### src/rtl/clock_mode_pkg.sv
// rtl/clock_mode_pkg.sv - states, phase/field codes and phase decode for the clock mode controller
package clock_mode_pkg;

  typedef enum logic [2:0] {
    ST_CLOCK,
    ST_CLK_EDIT,
    ST_CD_IDLE,
    ST_CD_EDIT,
    ST_CD_RUN,
    ST_CD_ALARM,
    ST_SW
  } state_t;

  localparam logic [1:0] PH_USER = 2'b00;
  localparam logic [1:0] PH_CD   = 2'b01;
  localparam logic [1:0] PH_CLK  = 2'b10;
  localparam logic [1:0] PH_SW   = 2'b11;

  localparam logic [1:0] FLD_NONE = 2'b00;
  localparam logic [1:0] FLD_SEC  = 2'b01;
  localparam logic [1:0] FLD_MIN  = 2'b10;
  localparam logic [1:0] FLD_HOUR = 2'b11;

  function automatic logic [1:0] phase_of(input state_t s);
    logic [1:0] ph;
    case (s)
      ST_CLOCK:                          ph = PH_CLK;
      ST_CLK_EDIT, ST_CD_EDIT:           ph = PH_USER;
      ST_CD_IDLE, ST_CD_RUN, ST_CD_ALARM: ph = PH_CD;
      default:                           ph = PH_SW;
    endcase
    return ph;
  endfunction

endpackage

### src/rtl/blink_prescaler.sv
// rtl/blink_prescaler.sv - free-running half-period counter producing the display blink phase
module blink_prescaler #(
  parameter int BLINK_HALF = 25_000_000
) (
  input  logic clk,
  input  logic reset,
  input  logic restart,
  output logic blink_phase
);

  localparam int CW = (BLINK_HALF > 1) ? $clog2(BLINK_HALF) : 1;

  logic [CW-1:0] count;

  // restart realigns the period so a freshly selected field is shown first
  always_ff @(posedge clk) begin
    if (reset || restart) begin
      count       <= '0;
      blink_phase <= 1'b0;
    end else if (count == CW'(BLINK_HALF - 1)) begin
      count       <= '0;
      blink_phase <= ~blink_phase;
    end else begin
      count <= count + 1'b1;
    end
  end

endmodule

### src/rtl/clock_mode_controller.sv
// rtl/clock_mode_controller.sv - mode/edit/run sequencer for the digital clock
// Optional edit idle auto-cancel: define CLOCK_MODE_EDIT_TIMEOUT_EN
module clock_mode_controller
  import clock_mode_pkg::*;
#(
  parameter int BLINK_HALF   = 25_000_000,
  parameter int ALARM_CYCLES = 500_000_000,
  parameter int EDIT_TIMEOUT = 1_000_000_000
) (
  input  logic       clk,
  input  logic       reset,
  input  logic       btn_mode,
  input  logic       btn_edit,
  input  logic       btn_start,
  input  logic       cd_zero,
  output logic [1:0] phase,
  output logic [1:0] edit_field,
  output logic       blink_sec,
  output logic       blink_min,
  output logic       blink_hour,
  output logic       load_clk,
  output logic       load_cd,
  output logic       cd_run,
  output logic       sw_run,
  output logic       sw_clear,
  output logic       alarm
);

  localparam int AW = $clog2(ALARM_CYCLES + 1);

  state_t     state, state_d;
  logic [1:0] field_d;
  logic       sw_run_d, load_clk_d, load_cd_d, sw_clear_d, restart;
  logic       bm, be, bs, any_btn;
  logic       alarm_done, timeout, blink_phase;
  logic [AW-1:0] alarm_cnt;

  // only the highest-priority button of a cycle is acted on
  assign bm      = btn_mode;
  assign be      = btn_edit & ~btn_mode;
  assign bs      = btn_start & ~btn_mode & ~btn_edit;
  assign any_btn = btn_mode | btn_edit | btn_start;

  assign alarm_done = (state == ST_CD_ALARM) && (alarm_cnt == AW'(ALARM_CYCLES - 1));

  always_ff @(posedge clk) begin
    if (reset || state != ST_CD_ALARM) alarm_cnt <= '0;
    else                               alarm_cnt <= alarm_cnt + 1'b1;
  end

`ifdef CLOCK_MODE_EDIT_TIMEOUT_EN
  localparam int TW = $clog2(EDIT_TIMEOUT + 1);
  logic [TW-1:0] idle_cnt;
  logic          in_edit;

  assign in_edit = (state == ST_CLK_EDIT) || (state == ST_CD_EDIT);
  assign timeout = in_edit && !any_btn && (idle_cnt == TW'(EDIT_TIMEOUT - 1));

  always_ff @(posedge clk) begin
    if (reset || !in_edit || any_btn) idle_cnt <= '0;
    else                              idle_cnt <= idle_cnt + 1'b1;
  end
`else
  // feature compiled out: constant low for any legal EDIT_TIMEOUT
  assign timeout = (EDIT_TIMEOUT < 0);
`endif

  always_comb begin
    state_d    = state;
    field_d    = edit_field;
    sw_run_d   = sw_run;
    load_clk_d = 1'b0;
    load_cd_d  = 1'b0;
    sw_clear_d = 1'b0;
    restart    = 1'b0;
    case (state)
      ST_CLOCK: begin
        if (bm) state_d = ST_CD_IDLE;
        else if (be) begin
          state_d = ST_CLK_EDIT;
          field_d = FLD_SEC;
          restart = 1'b1;
        end
      end
      ST_CD_IDLE: begin
        if (bm) state_d = ST_SW;
        else if (be) begin
          state_d = ST_CD_EDIT;
          field_d = FLD_SEC;
          restart = 1'b1;
        end else if (bs && !cd_zero) state_d = ST_CD_RUN;
      end
      ST_CD_RUN: begin
        if (cd_zero) state_d = ST_CD_ALARM;
        else if (bs) state_d = ST_CD_IDLE;
      end
      ST_CD_ALARM: begin
        if (any_btn || alarm_done) state_d = ST_CD_IDLE;
      end
      ST_SW: begin
        if (bm) state_d = ST_CLOCK;
        else if (be) sw_clear_d = ~sw_run;
        else if (bs) sw_run_d = ~sw_run;
      end
      ST_CLK_EDIT, ST_CD_EDIT: begin
        if (bm || timeout) begin
          state_d = (state == ST_CLK_EDIT) ? ST_CLOCK : ST_CD_IDLE;
          field_d = FLD_NONE;
        end else if (be) begin
          if (edit_field == FLD_HOUR) begin
            state_d    = (state == ST_CLK_EDIT) ? ST_CLOCK : ST_CD_IDLE;
            field_d    = FLD_NONE;
            load_clk_d = (state == ST_CLK_EDIT);
            load_cd_d  = (state == ST_CD_EDIT);
          end else begin
            field_d = edit_field + 2'd1;
          end
        end
      end
      default: state_d = ST_CLOCK;
    endcase
  end

  always_ff @(posedge clk) begin
    if (reset) begin
      state      <= ST_CLOCK;
      phase      <= PH_CLK;
      edit_field <= FLD_NONE;
      load_clk   <= 1'b0;
      load_cd    <= 1'b0;
      cd_run     <= 1'b0;
      sw_run     <= 1'b0;
      sw_clear   <= 1'b0;
      alarm      <= 1'b0;
    end else begin
      state      <= state_d;
      phase      <= phase_of(state_d);
      edit_field <= field_d;
      load_clk   <= load_clk_d;
      load_cd    <= load_cd_d;
      cd_run     <= (state_d == ST_CD_RUN);
      sw_run     <= sw_run_d;
      sw_clear   <= sw_clear_d;
      alarm      <= (state_d == ST_CD_ALARM);
    end
  end

  blink_prescaler #(.BLINK_HALF(BLINK_HALF)) u_blink (
    .clk        (clk),
    .reset      (reset),
    .restart    (restart),
    .blink_phase(blink_phase)
  );

  assign blink_sec  = blink_phase && (edit_field == FLD_SEC);
  assign blink_min  = blink_phase && (edit_field == FLD_MIN);
  assign blink_hour = blink_phase && (edit_field == FLD_HOUR);

endmodule

### config.mk
export PLATFORM = sky130hd
export DESIGN_NAME = clock_mode_controller
export DESIGN_NICKNAME = d
export VERILOG_FILES = /design/src/rtl/clock_mode_pkg.sv /design/src/rtl/blink_prescaler.sv /design/src/rtl/clock_mode_controller.sv
export SDC_FILE = /design/constraint.sdc
export NUM_CORES = 1
export LEC_CHECK = 0
export ABC_AREA = 1
export CORE_MARGIN = 1
export CORE_UTILIZATION = 54
export DETAILED_ROUTE_END_ITERATION = 10
export PLACE_DENSITY = 0.76
export SLEW_MARGIN = 20
export SYNTH_ARGS = -nofsm -noshare
export SYNTH_HDL_FRONTEND = slang
export SYNTH_SLANG_ARGS = --single-unit
### constraint.sdc
create_clock -name clk -period 1.6 [get_ports clk]
set_input_delay 0.32 -clock clk [delete_from_list [all_inputs] [get_ports clk]]
set_output_delay 0.32 -clock clk [all_outputs]
set_load 0.005 [all_outputs]
After elaboration in Yosys (flattened, before gate mapping)
Index checks and enable logic that the tools add are counted.
W data, S select, Z words.
Word-level totals
  word-level logic and storage cells: 93
  output and inout port bits: 13
  register bits: 68
Operators by class
  multiplexer cells: 24
  bitwise logic cells: 13
  add/subtract/negate cells: 3
  equality and inequality tests: 20
  reduce and logical (&&, ||, !) cells: 21
Operators with widths (count)
  $mux W3: 12
  $add A29 B1 Y29 const B: 1
  $eq A29 B29 Y1 const B: 1
  $add A25 B1 Y25 const B: 1
  $eq A25 B25 Y1 const B: 1
  $pmux W3 S6: 1
  $eq A3 B3 Y1 const B: 5
  $eq A3 B2 Y1 const B: 4
  $mux W2: 6
  $not A1 Y1: 8
  $reduce_and A4 Y1: 2
  $reduce_or A2 Y1: 4
  $eq A3 B1 Y1 const B: 2
  $logic_not A3 Y1: 2
  $ne A3 B3 Y1 const B: 2
  $pmux W2 S3: 1
  $logic_and A1 B1 Y1: 5
  $reduce_or A5 Y1: 1
  $eq A2 B2 Y1 const B: 2
  $pmux W2 S2: 1
  $reduce_or A4 Y1: 1
  $and A1 B1 Y1: 3
  $logic_or A1 B1 Y1: 3
  $mux W1: 3
  8 further kinds: 9

Logic depth before layout (Yosys ltp)
  depth after elaboration: 11
  depth in mapped cells: 11

Hierarchy
From an unflattened synthesis, not the netlist that was laid out.
Second synthesis, totals
  cells, all modules: 549
  area total of the unflattened synthesis: 3706.1 sq um
By module, submodules not included
  clock_mode_controller: sequential area each 840.8 sq um, area an instance 2260.9 sq um, cells an instance 323, times used 1
  blink_prescaler: sequential area each 520.5 sq um, area an instance 1445.1 sq um, cells an instance 226, times used 1

Worst setup path before layout
Ideal clock, no wire load.
  path kind: flip-flop to flip-flop
  start: register alarm_cnt[0]
  end: register alarm_cnt[20]
  period minus slack after synthesis: 1533 ps
  path slack: 67 ps
  stages on the path, launching flop included: 11
  required time: 1484 ps
  path buffers: 0
  arrival time: 1418 ps
  cells stage by stage: dfxtp_1 ha_1 nand2_2 nor2_2 nand2_4 nor2_4 nand3_4 nor2_4 nand3_2 o21ai_0 nor2_1
Between the ends
  word-level cells in the longest chain between the ends: 1
RTL lines
  start, declared: line clock_mode_controller.sv:36  | logic [AW-1:0] alarm_cnt;
  start signal, assigned: line clock_mode_controller.sv:48  | else alarm_cnt <= alarm_cnt + 1'b1;
  $add A29 B1 Y29: line clock_mode_controller.sv:48
Every way passes these cells.
A chain may end at the register's enable or synchronous reset.

Worst setup path after layout
  start: register alarm_cnt[1]
  end: register alarm_cnt[20]
The elaborated chain is that of the path after synthesis.

==> flow_metrics.py <==
metrics = {
    "route": {
        "initialDrtViolationCount": 258,
        "ant_nets": 0,
        "vias": 3732,
        "via_per_inst": 5.35,
        "drt_pass1_iterations": 5,
        "wirelength_mm": 9.24,
        "remaining_drc_errors": 0,
        "drt-wirelength-per-cell_microns": 13.3,
    },
    "floorplanning": {
        "die_area_sq_um": 7240,
        "rows": 29,
        "core_area_sq_um": 6490,
        "io_pins": 19,
        "die_w_microns": 85.1,
        "initial_core_util": 0.574,
        "fp.dieH_microns": 85.1,
    },
    "synth": {
        "synthTopCellsByArea": "dfxtp_1 37%, nand2_1 13%, nor2_1 7.8%",
        "seq_area_frac_synth": 0.365,
        "muxShareOfSynthArea": 0,
        "avgSynthCellArea_sq_um": 6.78,
        "synth_cells": 550,
        "synthesis.area_sq_um": 3730,
        "synthArstFlopShare": 0,
        "ys_seq_elements": 68,
        "netlist.area_leader.share": 0.365,
        "synth_ff_type": "dfxtp_1",
        "yosysUniqueCellTypes": 40,
        "synth_top_cell_by_area": "dfxtp_1",
        "synthSimpleGateAreaFrac": 0.424,
        "synth_xor_area_frac": 0.0141,
        "synth_fa_ha_area_frac": 0.0168,
        "synth_edf_count": 0,
        "yosys_warnings": 0,
        "synth-compound-area-share": 0.0956,
        "synth_top_family_by_area": "simple AND/OR/NAND/NOR gates",
        "syn-num-nets": 561,
    },
    "placement": {
        "port_buffers": 18,
        "gp_congestion": 0.908,
        "dp_hpwl_mm": 6.44,
        "placed_cell_area_sq_um": 4230,
        "dp_slack_ps": -266,
    },
    "sta": {
        "hold_viol": 0,
        "maxSlewHeadroom": 0.751,
        "rsz0062_at_grt": "true",
        "fmax_mhz": 632,
        "skew_ps": 7.42,
        "period_needed_ps": 1580,
        "tightest_slew_ps": 370,
        "timing.hold.ws_ps": 378,
        "fin_crit_sh": 0.989,
        "setup_viol": 0,
        "fin_ws_ps": 16.9,
        "drv_slew": 0,
    },
    "finish": {
        "multi_input_area_sq_um": 2240,
        "seq_area_sq_um": 1390,
        "post-route-util": 0.735,
        "fin_area_sq_um": 4780,
        "nFillCells": 528,
        "antenna_cells": 0,
        "final_common_cell": "nand2_1",
        "syn2layout_area_growth_pct": 28.1,
        "nets": 628,
        "layout_common_cells": "120 x nand2_1, 69 x nor2_1, 66 x inv_1",
        "drive_gt1_frac": 0.273,
    },
    "clock_tree": {
        "clkTransAtPathRegs_ps": 70,
        "h-tree-depth": 3,
        "cts_sinks": 68,
        "root_buffer": "clkbuf_8",
        "cts.path.max_buffers": 2,
        "cts_tree": "yes",
        "cts_buffers": 9,
        "insertion_delay_ps": 350,
    },
    "setup_path": {
        "cp_common_cell": "nor2_4",
        "required_ps": 1840,
        "start_kind": "flop",
        "arrival_ps": 1820,
        "slowest_delay_ps": 360,
        "worst-path-max-fanout": 4,
        "path_cells": "ha_4 > nand2_4 > nor2_4 > nand2_4 > nor2_4 > nand3_4 > nor2_4 > nand3_2 > o21ai_2 > nor2_1",
        "critPathKind": "flop to flop",
        "endpoint_kind": "flop",
        "worst_path_max_delay_cell": "dfxtp_2",
    },
    "power_and_ir_drop": {
        "ir_worst_vdd_uv": 534,
        "design_power_total_uw": 3660,
        "power.share.clock": 0.414,
        "seqPwrFrac": 0.483,
        "power.switching_uw": 868,
        "internal-power_uw": 2790,
        "power_density_nw_per_um2": 765,
        "p_leak_uw": 0.00189,
        "switching_share": 0.237,
        "combPwrFrac": 0.103,
    },
    "flow_run": {
        "cap_viol_max_count": 0,
    },
    "grt": {
        "grt_overflow": 0,
        "grt_max_degree": 18,
        "antenna_found_initial": 0,
        "grt_pass1_wl_mm": 15.5,
        "grt_use_total": 0.268,
        "grt_pass1_vias": 3528,
    },
    "worst_hold_path": {
        "hold_path_class": "primary input to flop",
    },
    "outcome": {
        "status": "finished clean",
    },
}
==> stage by stage <==
step	cells	setup TNS, ps
detailed placement	671	-4420
finish	697	0
global placement	671	-3070
global route	697	-291
floorplan	550	0
CTS	693	-57.1
==> routing by layer <==
| layer | vias to the layer above | global-route usage | share of wire |
|---|---|---|---|
| li1 | 1897 | - | - |
| met3 | 16 | 0.0399 | 0.060 |
| met5 | - | 0 | 0 |
| met1 | 1694 | 0.371 | 0.47 |
| met4 | 0 | 0.120 | 0.020 |
| met2 | 125 | 0.413 | 0.45 |
==> path summary, 6_finish.rpt <==
path	start	slack, ps	end	cells after the start
setup / recovery	alarm_cnt[1]	20	alarm_cnt[20]	10
hold reg to reg	alarm_cnt[10]	460	alarm_cnt[10]	1
hold / removal	btn_mode	380	sw_clear	4
setup reg to reg	alarm_cnt[1]	20	alarm_cnt[20]	10
==> layout make-up <==
cell class	instances	area share
clock buffers	13	0.0375
clock inverters	1	0.00629
inverters	74	0.0592
multi-input cells	403	0.469
flip-flops and latches	68	0.291
well taps	77	0.0202
repair buffers	61	0.117
==> worst max-delay path, delay by kind of cell (launching register included) <==
family | cells | cell delay [ps]
simple gates | 8 | 820
flops | 1 | 360
fa+ha+maj | 1 | 150
compound gates | 1 | 150
==> power by group through the flow <==
stage / Sequential, uW / Combinational (uW) / Clock (uW)
after floorplan: 1800 / 167 / 0
after global placement: 1800 / 321 / 0
after detailed placement: 1800 / 326 / 0
after CTS: 1760 / 342 / 1530
after global routing: 1770 / 414 / 1600
final: 1770 / 375 / 1510
==> cell families (layout without fill, tap and decap cells) <==
logic type | after synthesis | after routing
xor gates and xnor gates | 6 | 6
adders and majority gates | 5 | 5
and+or+nand+nor | 326 | 326
buffers and inverters | 79 | 149
DFF | 68 | 68
AOI/OAI and AO/OA | 66 | 66
==> synthesized netlist by cell type, types with 3 or more instances <==
master / instances
nor4_1: 3
o21ai_0: 17
nand2_1: 130
nand4_1: 16
xor2_1: 4
nor3b_1: 4
ha_1: 5
nor3_4: 3
nor2_4: 3
a21oi_1: 41
nand3_2: 4
or2_2: 6
inv_2: 4
nand3_1: 21
nand2_2: 8
nor2_1: 77
nor3_2: 6
or2_0: 6
nor3_1: 19
dfxtp_1: 68
inv_1: 70
nor2_2: 12
==> state kept, by name, indices dropped and copies added (netlist names) <==
signal and count:
alarm 1, sw_clear 1, sw_run 1, cd_run 1
edit_field 2, state 3, u_blink.count 25, phase 2
load_clk 1, load_cd 1, alarm_cnt 29, u_blink.blink_phase 1
==> repair_timing <==
action / in CTS / in global routing
endpoints found under the setup margin: 39 / 45
cloned: 0 / 1
pin swaps: 12 / 20
resized for setup: 33 / 61
hold buffers: 0 / 0
setup buffers: 8 / 5
Power figures use the tool's default switching activity.
